## src/rtl/temp_to_digits_pkg.sv

```systemverilog
// Shared constants and types for the temperature-to-display-digit converter.
// The digit constants are also what seg_disp is built against.
package temp_to_digits_pkg;

    localparam int         MAX_SMG_NUM = 6;
    localparam int         DIGIT_W     = 4;
    localparam logic [3:0] NEG_CODE    = 4'hF;
    localparam logic [3:0] POS_CODE    = 4'h0;

    localparam int RAW_W   = 16;
    localparam int VAL_W   = 15;
    localparam int BCD_W   = 20;
    localparam int DOUT_W  = MAX_SMG_NUM * DIGIT_W;
    localparam int SHIFT_N = VAL_W;

    typedef enum logic [1:0] {
        ST_IDLE,
        ST_PREP,
        ST_SHIFT,
        ST_DONE
    } state_t;

endpackage

```

## src/rtl/temp_to_digits_if.sv

```systemverilog
// Request/result bundle between the sensor read-out side and the digit converter.
interface temp_to_digits_if;
    import temp_to_digits_pkg::*;

    logic [RAW_W-1:0]       temp_in;
    logic                   temp_vld;
    logic                   busy;
    logic [DOUT_W-1:0]      dout;
    logic [MAX_SMG_NUM-1:0] dout_vld;

    modport master (
        output temp_in, temp_vld,
        input  busy, dout, dout_vld
    );

    modport slave (
        input  temp_in, temp_vld,
        output busy, dout, dout_vld
    );

endinterface

```

## src/rtl/temp_to_digits_bcd_add3.sv

```systemverilog
// Double-dabble digit correction: a BCD digit of 5 or more gets +3 before the shift.
module bcd_add3 (
    input  logic [3:0] d_i,
    output logic [3:0] d_o
);

    assign d_o = (d_i >= 4'd5) ? d_i + 4'd3 : d_i;

endmodule

```

## src/rtl/temp_to_digits.sv

```systemverilog
// Converts a DS18B20 temperature word into sign + five BCD digits with a change mask,
// using a one-bit-per-clock double-dabble.
module temp_to_digits
    import temp_to_digits_pkg::*;
(
    input  logic             clk,
    input  logic             rst_n,
    temp_to_digits_if.slave  tif
);

    localparam logic [3:0] LAST_ITER = 4'(SHIFT_N - 1);

    state_t                  state_q, state_d;
    logic [3:0]              cnt_q, cnt_d;
    logic                    first_q, first_d;
    logic [DOUT_W-1:0]       dout_q, dout_d;
    logic [MAX_SMG_NUM-1:0]  vld_q, vld_d;

    logic signed [RAW_W-1:0] raw_q;
    logic                    neg_q;
    logic [VAL_W-1:0]        val_q;
    logic [BCD_W-1:0]        bcd_q;
    logic [BCD_W-1:0]        bcd_adj;

    // Fraction in 1/16 degC scaled to hundredths, truncating: (f * 25) >> 2.
    function automatic logic [6:0] frac_to_cents(input logic [3:0] frac);
        logic [8:0] prod;
        prod = 9'(frac) * 9'd25;
        return prod[8:2];
    endfunction

    // Magnitude in hundredths of a degree; raw 16'h8000 wraps to an integer part of 0.
    function automatic logic [VAL_W-1:0] scaled_value(input logic signed [RAW_W-1:0] raw);
        logic [RAW_W-1:0] mag;
        mag = raw[RAW_W-1] ? RAW_W'(-raw) : RAW_W'(raw);
        return VAL_W'(8'(mag >> 4)) * VAL_W'(100) + VAL_W'(frac_to_cents(4'(mag)));
    endfunction

    for (genvar i = 0; i < BCD_W / DIGIT_W; i++) begin : g_add3
        bcd_add3 u_add3 (
            .d_i (bcd_q[i*DIGIT_W +: DIGIT_W]),
            .d_o (bcd_adj[i*DIGIT_W +: DIGIT_W])
        );
    end

    always_comb begin
        state_d = state_q;
        cnt_d   = cnt_q;
        first_d = first_q;
        dout_d  = dout_q;
        vld_d   = '0;
        case (state_q)
            ST_IDLE: begin
                if (tif.temp_vld) state_d = ST_PREP;
            end
            ST_PREP: begin
                cnt_d   = '0;
                state_d = ST_SHIFT;
            end
            ST_SHIFT: begin
                cnt_d = cnt_q + 4'd1;
                if (cnt_q == LAST_ITER) state_d = ST_DONE;
            end
            ST_DONE: begin
                dout_d = {neg_q ? NEG_CODE : POS_CODE, bcd_q};
                for (int i = 0; i < MAX_SMG_NUM; i++) begin
                    vld_d[i] = dout_d[i*DIGIT_W +: DIGIT_W] != dout_q[i*DIGIT_W +: DIGIT_W];
                end
                // The display starts blank, so the first result after reset lights every digit.
                if (first_q) vld_d = '1;
                first_d = 1'b0;
                state_d = ST_IDLE;
            end
            default: state_d = ST_IDLE;
        endcase
    end

    always_ff @(posedge clk or negedge rst_n) begin
        if (!rst_n) begin
            state_q <= ST_IDLE;
            cnt_q   <= '0;
            first_q <= 1'b1;
            dout_q  <= '0;
            vld_q   <= '0;
        end else begin
            state_q <= state_d;
            cnt_q   <= cnt_d;
            first_q <= first_d;
            dout_q  <= dout_d;
            vld_q   <= vld_d;
        end
    end

    // Datapath registers carry no reset; every conversion reloads them before use.
    always_ff @(posedge clk) begin
        case (state_q)
            ST_IDLE: begin
                if (tif.temp_vld) raw_q <= tif.temp_in;
            end
            ST_PREP: begin
                neg_q <= raw_q[RAW_W-1];
                val_q <= scaled_value(raw_q);
                bcd_q <= '0;
            end
            ST_SHIFT: begin
                bcd_q <= {bcd_adj[BCD_W-2:0], val_q[VAL_W-1]};
                val_q <= {val_q[VAL_W-2:0], 1'b0};
            end
            default: ;
        endcase
    end

    assign tif.busy     = (state_q != ST_IDLE);
    assign tif.dout     = dout_q;
    assign tif.dout_vld = vld_q;

endmodule
```

## src/flat_wrapper.sv

```systemverilog
// flat-port wrapper written by rule: the top's interface ports become plain ports
module temp_to_digits_flat import temp_to_digits_pkg::*;
  (clk, rst_n, tif_temp_in, tif_temp_vld, tif_busy, tif_dout, tif_dout_vld);
  temp_to_digits_if tif_i ();
  input  logic clk;
  input  logic rst_n;
  input wire logic [$bits(tif_i.temp_in)-1:0] tif_temp_in;
  input wire logic [$bits(tif_i.temp_vld)-1:0] tif_temp_vld;
  output wire logic [$bits(tif_i.busy)-1:0] tif_busy;
  output wire logic [$bits(tif_i.dout)-1:0] tif_dout;
  output wire logic [$bits(tif_i.dout_vld)-1:0] tif_dout_vld;
  assign tif_i.temp_in = tif_temp_in;
  assign tif_i.temp_vld = tif_temp_vld;
  assign tif_busy = tif_i.busy;
  assign tif_dout = tif_i.dout;
  assign tif_dout_vld = tif_i.dout_vld;
  temp_to_digits u_core (.clk(clk), .rst_n(rst_n), .tif(tif_i));
endmodule
```

## config.mk

```make
export PLATFORM = sky130hd
export DESIGN_NAME = temp_to_digits_flat
export DESIGN_NICKNAME = d
export VERILOG_FILES = /design/src/rtl/temp_to_digits_pkg.sv /design/src/rtl/temp_to_digits_if.sv /design/src/rtl/temp_to_digits_bcd_add3.sv /design/src/rtl/temp_to_digits.sv /design/src/flat_wrapper.sv
export SDC_FILE = /design/constraint.sdc
export NUM_CORES = 1
export LEC_CHECK = 0
export ABC_CLOCK_PERIOD_IN_PS = 6100
export BUFFER_PORTS_ARGS = -buffer_cell sky130_fd_sc_hd__buf_2
export CAP_MARGIN = 20
export CORE_ASPECT_RATIO = 0.5
export CORE_MARGIN = 4
export CORE_UTILIZATION = 60
export DETAILED_ROUTE_END_ITERATION = 8
export PLACE_DENSITY = 0.8
export SLEW_MARGIN = 10
export SYNTH_ARGS = -nofsm -noshare
export SYNTH_HDL_FRONTEND = slang
export SYNTH_SLANG_ARGS = --single-unit
```

## constraint.sdc

```tcl
create_clock -name clk -period 6.1 [get_ports clk]
set_input_delay 0.61 -clock clk [delete_from_list [all_inputs] [get_ports clk]]
set_output_delay 0.61 -clock clk [all_outputs]
set_load 0.005 [all_outputs]
```

==> impl_metrics.py <==
metrics = {
    "logic_synthesis": {
        "synth_warnings": 0,
        "synth.distinct_cells": 69,
        "synth-edff-count": 49,
        "synth_seq_area_share": 0.4252,
        "synth.avg_cell_area_um2": 11.02,
        "postSynthCellCount": 496,
        "synth_seq_cells": 83,
        "synth-main-ff-cell": "edfxtp_1",
        "ys_async_sr_fraction": 0.4096,
        "synthesis.nets": 579,
        "syn_area_mm2": 0.005464,
    },
    "clocking": {
        "htreeDepth": 3,
        "cts_buffers": 9,
        "cts_hold_buf": 0,
        "cts_buffer_depth": 2,
        "cts_setup_buffers": 0,
        "cts_resized": 0,
        "clock_sinks": 83,
        "cts_tree": "built",
        "ctsRootBufferMaster": "clkbuf_16",
        "cts.clk_slew.worst_paths_ps": 70,
        "worstSkewPairLatency_ps": 340,
    },
    "global_route": {
        "grt.total_usage": 0.1834,
        "grt_pass1_vias": 3453,
        "grt_pass1_wl_mm": 15.50,
        "grt-ovfl-total": 0,
        "grt_start_max_net_pins": 45,
        "antenna_found_initial": 0,
    },
    "detailed_routing": {
        "dr.first_iter.drc_count": 141,
        "drc": 0,
        "vias": 3565,
        "drtAntennaViolNets": 0,
        "firstDrtPassIters": 4,
        "routed_via_density": 5.385,
        "drt-total-wl_mm": 9.234,
        "routedWlPerCell_um": 13.95,
    },
    "sta": {
        "period_needed_ps": 5101,
        "rsz0062_at_grt": "false",
        "finalHoldViolCount": 0,
        "fmax_mhz": 196.0,
        "fin_ws_ps": 998.7,
        "finalSetupViolations": 0,
        "tns_ps": 0,
        "drv_slew": 0,
        "finalClockSkew_ps": 7.604,
        "whs_ps": 335.6,
        "finalCritPeriodShare": 0.8363,
        "slew_headroom": 0.4881,
        "tightestPinTransition_ps": 767.9,
    },
    "setup_path": {
        "startpoint_type": "flip-flop",
        "cp_data_arrival_time_ps": 5190,
        "end_kind": "flip-flop",
        "crit_path_max_fanout": 11,
        "crit_required_ps": 6190,
        "worstSetupPathType": "flip-flop to flip-flop",
        "rrSetupSlack_ps": 1000,
    },
    "floorplanning": {
        "initial_utilization": 0.6210,
        "die-width_um": 143.0,
        "dieArea_mm2": 0.01079,
        "dieHeight_um": 75.48,
        "core-area_mm2": 0.008798,
        "ios": 50,
        "rows": 24,
    },
    "layout": {
        "syn2layout_area_growth_pct": 11.36,
        "final_area_mm2": 0.006085,
        "diodes": 0,
        "final_common_cell": "ha_1",
        "nets": 623,
        "multi_input_area_mm2": 0.002910,
        "mostFrequentLayoutCells": "ha_1, edfxtp_1, buf_2",
        "ff_latch_area_mm2": 0.002323,
        "fillCellCount": 704,
        "drive_above_1_share": 0.1963,
    },
    "place": {
        "post-place-ws_ps": 1048,
        "place_area_mm2": 0.005776,
        "hpwlAfterDp_mm": 6.617,
        "routabilityCongestion": 0.8541,
        "numPortBuffers": 46,
    },
    "run": {
        "drv_cap": 0,
    },
    "status": {
        "status": "finished clean",
    },
    "worst_hold_path": {
        "hold_class": "input port to asynchronous set/reset pin",
    },
}
## layer usage
layer / GRT usage / share of wire / up-vias
li1: - / - / 1827
met1: 0.2330 / 0.47 / 1665
met2: 0.3134 / 0.48 / 65
met3: 0.05329 / 0.041 / 8
met4: 0.05269 / 0.010 / 0
met5: 0 / 0 / -
## worst max-delay path, cell delays in order (launching register included)
cell and delay, ps:
edfxtp_1 550, or4_4 630, nor2_1 150, nand2_1 110, o21ai_1 210, xnor2_1 250, ha_1 310, ha_1 280
inv_1 50, fa_1 470, inv_1 40, ha_1 350, nand3_1 130, o211ai_1 140, nor4b_1 550, nor3_4 100
a2111oi_4 300, xnor2_1 160, o21ai_1 70
## final timing paths
kind | depth (start not counted) | from | to
max reg2reg | 18 | u_core.raw_q[5] | u_core.val_q[14]
min in group clk | 1 | tif_temp_in[8] | u_core.raw_q[8]
min | 1 | rst_n | u_core.tif.dout[18]
max in group asynchronous | 1 | rst_n | u_core.tif.dout[9]
max | 18 | u_core.raw_q[5] | u_core.val_q[14]
min reg2reg | 1 | u_core.val_q[14] | u_core.bcd_q[0]
## stage by stage
step,utilization,instances
floorplan,-,496
global placement,0.6564,646
detailed placement,0.6564,646
CTS,0.6916,662
global route,0.6916,662
finish,0.6916,662
## synth_stat cells (12+ instances only)
| master | number | area, um^2 |
|---|---|---|
| edfxtp_1 | 49 | 1471 |
| xor2_1 | 22 | 192.7 |
| a21oi_1 | 23 | 115.1 |
| ha_1 | 60 | 750.7 |
| xnor2_1 | 43 | 376.6 |
| nand2_1 | 35 | 131.4 |
| o21ai_1 | 13 | 65.06 |
| dfrtp_1 | 33 | 825.8 |
| inv_1 | 38 | 142.6 |
| o21ai_0 | 12 | 60.06 |
| mux2_2 | 26 | 292.8 |
| nor2_1 | 28 | 105.1 |
## cell type report
type	instances	share of cell area
clock buffer	10	0.03928
clock inverter	6	0.01152
inverter	38	0.02344
multi-input combinational	359	0.4783
sequential	83	0.3819
tap	117	0.02406
timing repair buffer	49	0.04154
## flip-flops by register name (all words and copies together), names as in the netlist
register             flops
u_core.neg_q             1
u_core.bcd_q            20
u_core.state_q           2
u_core.first_q           1
u_core.val_q            15
u_core.tif.dout_vld      6
u_core.cnt_q             4
u_core.tif.dout         21
u_core.raw_q            13
## logic make-up (layout without fill, tap and decap cells)
kind of cell,count (synthesis),in the layout,share of synthesized area
compound gates,76,76,0.09068
xor+xnor,65,65,0.1042
mux,29,29,0.06160
simple gates,125,125,0.1241
fa+ha+maj,64,64,0.1521
flops,83,83,0.4252
buf+inv,54,103,0.04214
Power is left out: the tool's default activity adds up to more than one toggle a clock period on the data nets, which glitch-free logic cannot reach.
